<file path="config.mk">
export PLATFORM = sky130hd
export DESIGN_NAME = multicycle_controller
export DESIGN_NICKNAME = d
export VERILOG_FILES = /design/src/rtl/multicycle_controller.sv
export SDC_FILE = /design/constraint.sdc
export NUM_CORES = 1
export LEC_CHECK = 0
export ABC_CLOCK_PERIOD_IN_PS = 1900
export BUFFER_PORTS_ARGS = -buffer_cell sky130_fd_sc_hd__buf_2
export CAP_MARGIN = 20
export CORE_AREA = 2 2 44 46
export CTS_BUF_LIST = sky130_fd_sc_hd__clkbuf_16
export DETAILED_ROUTE_END_ITERATION = 10
export DIE_AREA = 0 0 46 48
export PLACE_DENSITY_LB_ADDON = 0.3
export SYNTH_ARGS = -nofsm -noshare
export SYNTH_HDL_FRONTEND = slang
export SYNTH_SLANG_ARGS = --single-unit
</file>
<file path="constraint.sdc">
create_clock -name clk -period 1.9 [get_ports clk]
set_input_delay 0.57 -clock clk [delete_from_list [all_inputs] [get_ports clk]]
set_output_delay 0.57 -clock clk [all_outputs]
set_load 0.01 [all_outputs]
</file>
<file path="src/rtl/multicycle_controller.sv">
// multicycle_controller: control FSM for a multicycle RV32I core.
// Decodes the latched instruction fields and sequences the shared ALU, the
// instruction/data memory port, the register file and the immediate extender
// over 3 to 5 cycles per instruction. Stalls on a single mem_ready handshake.
//
// Build option: define CTRL_UTYPE_EN to build the EXECU state (lui/auipc).
// Without it, lui/auipc take the illegal path and ImmSrc never reports U.
//
// Parameters:
//   RESET_PC_HOLD  WAIT cycles after reset release before the first fetch (0-3).
//                  Reset always lands in WAIT, so 0 and 1 both give one WAIT cycle.
// Ports:
//   clk, reset_n           clock, asynchronous active-low reset
//   op, funct3, funct7b5   instruction fields from the IR
//   Zero                   ALU zero flag (branch decision)
//   mem_ready              memory completes the current access this cycle
//   mem_req                memory access requested
//   PCWrite, IRWrite, RegWrite, MemWrite   write enables
//   AdrSrc, ResultSrc, ALUSrcA, ALUSrcB    datapath mux selects
//   ImmSrc                 immediate extender format (follows op in every state)
//   ALUControl             ALU operation
//   retire                 one-cycle pulse when an instruction completes
//   illegal                one-cycle pulse when DECODE sees an unsupported opcode
// All outputs are combinational from the state register and the inputs.
module multicycle_controller #(
   parameter int unsigned RESET_PC_HOLD = 1
) (
   input  logic       clk,
   input  logic       reset_n,
   input  logic [6:0] op,
   input  logic [2:0] funct3,
   input  logic       funct7b5,
   input  logic       Zero,
   input  logic       mem_ready,
   output logic       mem_req,
   output logic       PCWrite,
   output logic       IRWrite,
   output logic       RegWrite,
   output logic       MemWrite,
   output logic       AdrSrc,
   output logic [1:0] ResultSrc,
   output logic [1:0] ALUSrcA,
   output logic [1:0] ALUSrcB,
   output logic [2:0] ImmSrc,
   output logic [2:0] ALUControl,
   output logic       retire,
   output logic       illegal
);

   localparam int unsigned CNT_W = 2;
   // Last WAIT count value before moving to FETCH.
   localparam logic [CNT_W-1:0] HOLD_LAST =
      CNT_W'((RESET_PC_HOLD == 0) ? 0 : RESET_PC_HOLD - 1);

   localparam logic [6:0] OP_LOAD   = 7'b0000011;
   localparam logic [6:0] OP_STORE  = 7'b0100011;
   localparam logic [6:0] OP_RTYPE  = 7'b0110011;
   localparam logic [6:0] OP_ITYPE  = 7'b0010011;
   localparam logic [6:0] OP_BRANCH = 7'b1100011;
   localparam logic [6:0] OP_JAL    = 7'b1101111;
   localparam logic [6:0] OP_JALR   = 7'b1100111;
`ifdef CTRL_UTYPE_EN
   localparam logic [6:0] OP_LUI    = 7'b0110111;
   localparam logic [6:0] OP_AUIPC  = 7'b0010111;
`endif

   localparam logic [2:0] ALU_ADD = 3'b000;
   localparam logic [2:0] ALU_SUB = 3'b001;
   localparam logic [2:0] ALU_AND = 3'b010;
   localparam logic [2:0] ALU_OR  = 3'b011;
   localparam logic [2:0] ALU_SLT = 3'b101;

   typedef enum logic [3:0] {
      S_WAIT,
      S_FETCH,
      S_DECODE,
      S_MEMADR,
      S_MEMREAD,
      S_MEMWB,
      S_MEMWRITE,
      S_EXECR,
      S_EXECI,
      S_ALUWB,
`ifdef CTRL_UTYPE_EN
      S_EXECU,
`endif
      S_BEQ,
      S_JAL
   } state_e;

   state_e           state_q, state_d;
   logic [CNT_W-1:0] cnt_q, cnt_d;
   logic [2:0]       alu_funct_c;

   // State register and post-reset hold counter.
   always_ff @(posedge clk or negedge reset_n) begin
      if (!reset_n) begin
         state_q <= S_WAIT;
         cnt_q   <= '0;
      end else begin
         state_q <= state_d;
         cnt_q   <= cnt_d;
      end
   end

   // Extender format straight from the opcode, independent of state.
   always_comb begin
      ImmSrc = 3'b000;
      case (op)
         OP_LOAD, OP_ITYPE, OP_JALR: ImmSrc = 3'b000;
         OP_STORE:                   ImmSrc = 3'b001;
         OP_BRANCH:                  ImmSrc = 3'b010;
         OP_JAL:                     ImmSrc = 3'b011;
`ifdef CTRL_UTYPE_EN
         OP_LUI, OP_AUIPC:           ImmSrc = 3'b100;
`endif
         default:                    ImmSrc = 3'b000;
      endcase
   end

   // ALU operation for EXECR/EXECI; sub only exists for register-register ops.
   always_comb begin
      alu_funct_c = ALU_ADD;
      case (funct3)
         3'b000:  alu_funct_c = (state_q == S_EXECR && funct7b5) ? ALU_SUB : ALU_ADD;
         3'b010:  alu_funct_c = ALU_SLT;
         3'b110:  alu_funct_c = ALU_OR;
         3'b111:  alu_funct_c = ALU_AND;
         default: alu_funct_c = ALU_ADD;
      endcase
   end

   // Next-state and datapath control.
   always_comb begin
      state_d    = state_q;
      cnt_d      = cnt_q;
      mem_req    = 1'b0;
      PCWrite    = 1'b0;
      IRWrite    = 1'b0;
      RegWrite   = 1'b0;
      MemWrite   = 1'b0;
      AdrSrc     = 1'b0;
      ResultSrc  = 2'b00;
      ALUSrcA    = 2'b00;
      ALUSrcB    = 2'b00;
      ALUControl = ALU_ADD;
      retire     = 1'b0;
      illegal    = 1'b0;

      case (state_q)
         S_WAIT: begin
            if (cnt_q == HOLD_LAST) state_d = S_FETCH;
            else                    cnt_d   = cnt_q + CNT_W'(1);
         end

         // PC + 4 is written back as the instruction lands in the IR.
         S_FETCH: begin
            mem_req   = 1'b1;
            AdrSrc    = 1'b0;
            ALUSrcA   = 2'b00;
            ALUSrcB   = 2'b10;
            ResultSrc = 2'b10;
            IRWrite   = mem_ready;
            PCWrite   = mem_ready;
            if (mem_ready) state_d = S_DECODE;
         end

         // OldPC + imm precomputes the branch/jump target into ALUOut.
         S_DECODE: begin
            ALUSrcA = 2'b01;
            ALUSrcB = 2'b01;
            case (op)
               OP_LOAD, OP_STORE: state_d = S_MEMADR;
               OP_RTYPE:          state_d = S_EXECR;
               OP_ITYPE:          state_d = S_EXECI;
               OP_BRANCH:         state_d = S_BEQ;
               OP_JAL:            state_d = S_JAL;
`ifdef CTRL_UTYPE_EN
               OP_LUI, OP_AUIPC:  state_d = S_EXECU;
`endif
               default: begin
                  illegal = 1'b1;
                  state_d = S_FETCH;
               end
            endcase
         end

         S_MEMADR: begin
            ALUSrcA = 2'b10;
            ALUSrcB = 2'b01;
            state_d = (op == OP_STORE) ? S_MEMWRITE : S_MEMREAD;
         end

         S_MEMREAD: begin
            mem_req   = 1'b1;
            AdrSrc    = 1'b1;
            ResultSrc = 2'b00;
            if (mem_ready) state_d = S_MEMWB;
         end

         S_MEMWB: begin
            ResultSrc = 2'b01;
            RegWrite  = 1'b1;
            retire    = 1'b1;
            state_d   = S_FETCH;
         end

         S_MEMWRITE: begin
            mem_req   = 1'b1;
            AdrSrc    = 1'b1;
            ResultSrc = 2'b00;
            MemWrite  = mem_ready;
            retire    = mem_ready;
            if (mem_ready) state_d = S_FETCH;
         end

         S_EXECR: begin
            ALUSrcA    = 2'b10;
            ALUSrcB    = 2'b00;
            ALUControl = alu_funct_c;
            state_d    = S_ALUWB;
         end

         S_EXECI: begin
            ALUSrcA    = 2'b10;
            ALUSrcB    = 2'b01;
            ALUControl = alu_funct_c;
            state_d    = S_ALUWB;
         end

         S_ALUWB: begin
            ResultSrc = 2'b00;
            RegWrite  = 1'b1;
            retire    = 1'b1;
            state_d   = S_FETCH;
         end

         // Compare rs1 - rs2; taken branch loads the target held in ALUOut.
         S_BEQ: begin
            ALUSrcA    = 2'b10;
            ALUSrcB    = 2'b00;
            ALUControl = ALU_SUB;
            ResultSrc  = 2'b00;
            PCWrite    = Zero;
            retire     = 1'b1;
            state_d    = S_FETCH;
         end

         // Jump to ALUOut while computing OldPC + 4 for the link register.
         S_JAL: begin
            ALUSrcA   = 2'b01;
            ALUSrcB   = 2'b10;
            ResultSrc = 2'b00;
            PCWrite   = 1'b1;
            state_d   = S_ALUWB;
         end

`ifdef CTRL_UTYPE_EN
         // lui adds the immediate to zero, auipc to OldPC.
         S_EXECU: begin
            ALUSrcA = (op == OP_LUI) ? 2'b11 : 2'b01;
            ALUSrcB = 2'b01;
            state_d = S_ALUWB;
         end
`endif

         default: state_d = S_WAIT;
      endcase
   end

endmodule

</file>
### Word-level counts from Yosys, hierarchy flattened

Cells that the tools add are included.

* flip-flop bits (word level): 6
* logic and storage cells: 69
* input bits: 15
* output and inout port bits: 20

* equality and inequality tests: 24
* $add $sub $neg: 1
* muxes and demuxes: 23
* bitwise operators: 1
* reductions and logical operators: 18

Operator list (count)
* $pmux W4 S8: 1
* $pmux W4 S5: 1
* $eq A4 B3 Y1 const B: 4
* $eq A4 B4 Y1 const B: 4
* $mux W4: 4
* $eq A7 B6 Y1 const B: 2
* $eq A7 B7 Y1 const B: 2
* $pmux W2 S2: 3
* $pmux W3 S4: 1
* $reduce_or A2 Y1: 6
* $reduce_or A3 Y1: 4
* $eq A4 B2 Y1 const B: 2
* $mux W1: 8
* $ne A2 B2 Y1 const B: 4
* $eq A7 B2 Y1 const B: 1
* $eq A7 B5 Y1 const B: 1
* $eq A3 B3 Y1 const B: 2
* $pmux W2 S3: 1
* $pmux W3 S2: 1
* $reduce_or A6 Y1: 1
* $eq A4 B1 Y1 const B: 1
* $logic_not A4 Y1: 1
* $reduce_and A4 Y1: 1
* $reduce_or A4 Y1: 1
* 10 further kinds: 10

### Logic depth before layout (Yosys ltp)

* word-level depth: 5
* gate-level depth with buffers: 6
* mapped depth without buffers: 6

### Worst setup path after synthesis

Ideal clock, no wire load.

* kind: input port to output port
* start: input op[4]
* end: output illegal
* arrival time: 1.477 ns
* path buffers: 0
* stages: 3
* path slack: -0.147 ns
* required time: 1.330 ns
* path through: nand4b_1 > nor3b_1 > nor3_1

* cells in the longest elaborated chain, start to end: 4
* elaborated cells between the ends (all ways): 9
* those cells by class: eq/ne: 6; mux: 2; reduce/logical: 1

RTL lines
* from (decl): line 30 `input logic [6:0] op,`
* $eq A7 B6 Y1, or another cell as far along: line 172 `case (op)`
* $reduce_or A6 Y1 (no source line) (*)
* $mux W1 (*): line 172
* $mux W1 (*): line 150 `case (state_q)`
* to (decl): line 47 `output logic illegal`

Every way passes the cells marked *; elsewhere a longest branch is shown, timed or not.

### Worst setup path in the final report

* start: register state_q[1]
* end: output ALUSrcB[1]

* cells in the longest elaborated chain, start to end: 3
* elaborated cells between the ends (all ways): 8
* those cells by class: eq/ne: 5; mux: 1; reduce/logical: 2

RTL lines
* from (decl): line 91 `state_e state_q, state_d;`
* from (signal assigned): line 101 `state_q <= state_d;`
* $eq A4 B2 Y1, or another cell as far along: line 150
* $reduce_or A3 Y1 (no source line) / $reduce_or A2 Y1 (equally long branches)
* $pmux W2 S2 (*): line 150
* to (decl): line 43 `output logic [1:0] ALUSrcB,`

Marks and branches as above.

==> flow_summary.json <==
{
  "outcome": "finished, violations left",
  "failed_checks": "negative setup slack",
  "maxCapViolations": 0,
  "grt.total_usage": 0.2399,
  "cp-end-kind": "output pin",
  "fin_crit_sh": 1.046,
  "syn_inst": 106,
  "grt_max_degree": 13,
  "clock_sinks": 6,
  "slew_viol_final": 0,
  "drc": 0,
  "required_ns": 1.33,
  "clock_latency_ns": 0.23,
  "yosys.area.top_type_share": 0.2069,
  "fin_area_mm2": 0.001359,
  "irDropWorstVdd_mv": 1.171,
  "grt_pass1_wl_mm": 3.795,
  "num_vias": 1032,
  "rrSetupSlack_ns": 0.37,
  "setup_tns_ns": -0.5092,
  "totalWireLength_mm": 2.863,
  "cts_made_buffers": 3,
  "yosys-top-cells-area": "dfrtp_1 (21%), nor2_1 (7.8%), nand2_1 (5.2%)",
  "yosysWarnings": 0,
  "wl_per_cell_um": 15.82,
  "worstRegToRegCells": 4,
  "core_mm2": 0.001689,
  "port_buffers": 33,
  "final_antenna_net_count": 0,
  "nNetsFinal": 182,
  "synth_area_per_cell_um2": 6.846,
  "cts-root-buf": "clkbuf_16",
  "finalHoldViolations": 0,
  "grt_remaining_overflow": 0,
  "die_h_um": 48,
  "setup_viol": 13,
  "async_flop_share": 1.000,
  "crit_path_max_fanout": 9,
  "drt-pass1-iter-count": 5,
  "drt_iter0_drc": 29,
  "r2r_start": "state_q[3]$_DFFE_PN0P_",
  "synth_enable_flop_cells": 0,
  "p_per_area_mw_per_mm2": 1411,
  "r2r_end": "state_q[1]$_DFFE_PN0P_",
  "die_w_um": 46,
  "routed_via_density": 5.702,
  "drive_gt1_frac": 0.5854,
  "gp_congestion": 0.7941,
  "ctsHoldBuffers": 0,
  "rsz0062_at_grt": "yes",
  "skew_ns": 0.0004459,
  "grt_pass1_vias": 892,
  "hpwl_mm": 1.714,
  "cts_buffer_depth": 2,
  "synth.distinct_cells": 37,
  "synth_fp_nets": 122,
  "die-area_mm2": 0.002208,
  "fmax_mhz": 503.2,
  "synth_flop_cell": "dfrtp_1",
  "ys_ff_latch": 6,
  "clk_pin_slew_ns": 0.03,
  "row_count": 15,
  "syn_area_um2": 725.7,
  "start_util": 0.4296,
  "area.growth.synth_to_final_pct": 87.24,
  "h-tree-depth": 1,
  "hp-class": "input port to asynchronous set/reset pin",
  "finalCriticalPeriod_ns": 1.987,
  "antenna_found_initial": 0,
  "cp-start-kind": "flip-flop",
  "yosysSeqAreaShare": 0.2069,
  "io_pins": 35,
  "p_leak_uw": 0.0006736,
  "postPlaceCellArea_mm2": 0.001036,
  "cp.arrival_ns": 1.42,
  "cts_tree": "built",
  "yosys.area.top_type": "dfrtp_1",
  "crit_type": "flip-flop to output pin",
  "antenna_cells": 0,
  "setup_slack_ns": -0.08736
}
-- per-stage QoR --
| step | power (uW) | hold slack [ns] | setup slack (ns) | cells | utilization |
|---|---|---|---|---|---|
| 2_1_floorplan | 789.1 | 0.2744 | 0.04209 | 106 | - |
| 6_report | 1917 | 0.1641 | -0.08736 | 181 | 0.8044 |
| 5_1_grt | 2028 | 0.1715 | -0.1150 | 181 | 0.8044 |
| 3_3_place_gp | 1154 | 0.3998 | -0.06034 | 169 | 0.6133 |
| 4_1_cts | 1691 | 0.1683 | -0.04664 | 177 | 0.7326 |
| 3_5_place_dp | 1169 | 0.4009 | -0.08273 | 169 | 0.6133 |
-- state kept, by name, indices dropped and copies added (netlist names) --
name	count
cnt_q	2
state_q	4
-- cells in the mapped netlist (all sizes together), types with 2 or more instances --
library cell   n
o22ai          3
o21ai          7
and3           4
clkbuf         4
nor2b          5
xor2           2
dfrtp          6
nor3b          2
nor3           6
buf            3
mux2i          2
a21o           2
nand2b         6
inv            5
a21oi          7
nand2         10
nor2          15
-- what timing repair did --
action / in CTS / in global routing
gates resized for setup: 24 / 21
setup endpoints to repair: 15 / 17
buffers inserted: 5 / 4
pin swaps: 5 / 4
-- per-layer routing --
metal  global-route usage  vias to the layer above  routed length, um
met2               0.4667                       53               1560
met1               0.2680                      490               1100
met4              0.09143                        0                 25
met5                    0                        -                  0
li1                     -                      485                  -
met3              0.01887                        4                178
-- cells by family (layout without fill, tap and decap cells) --
kind of cell,count (synthesis),after routing,synth area share
other,1,1,0.005167
DFF,6,6,0.2069
buffers and inverters,12,70,0.06895
xor gates and xnor gates,3,3,0.03621
adders and majority gates,1,1,0.01724
and+or+nand+nor,57,57,0.4310
muxes,2,2,0.02759
AOI/OAI and AO/OA,24,24,0.2069
-- layout by cell type, fill, tap and decap left out, types with 4 or more instances in the layout --
cell,synthesis,layout
inv_1,5,5
buf_4,1,25
o21ai_0,6,5
buf_2,1,30
buf_6,0,7
nand2b_4,0,4
nand2_1,10,9
a21oi_1,7,5
nor3_1,6,4
nor2_1,15,11
-- layout make-up --
type | count | area, um2
fill | 117 | 330.3
multi-input combinational | 88 | 673.1
sequential | 6 | 153.9
inverter | 5 | 18.77
clock buffer | 3 | 75.07
timing repair buffer | 62 | 416.7
tap | 17 | 21.27
-- worst max path at each step --
| stage | startpoint | end | slack [ns] |
|---|---|---|---|
| CTS | state_q[3]$_DFFE_PN0P_ | ALUControl[2] | -0.05 |
| global placement | op[2] | illegal | -0.06 |
| detailed placement | op[2] | state_q[1]$_DFFE_PN0P_ | -0.08 |
| finish | state_q[1]$_DFFE_PN0P_ | ALUSrcB[1] | -0.09 |
| floorplan | op[4] | illegal | 0.04 |
| global route | state_q[2]$_DFFE_PN0P_ | ALUControl[2] | -0.12 |
-- worst max-delay path: stages, from the launching register on --
cell and delay, ns:
dfrtp_2 0.48, buf_6 0.17, xor2_1 0.16, nor3b_1 0.21
buf_2 0.17
-- where the power goes --
part	switching [uW]	internal, uW	total (uW)	leakage [uW]
logic	666	643	1310	0.000561
clock network	71.4	270	342	0.0000370
registers	95.9	171	267	0.0000759
total	834	1080	1920	0.000674
Note: power is estimated with default switching activity, not from simulation.
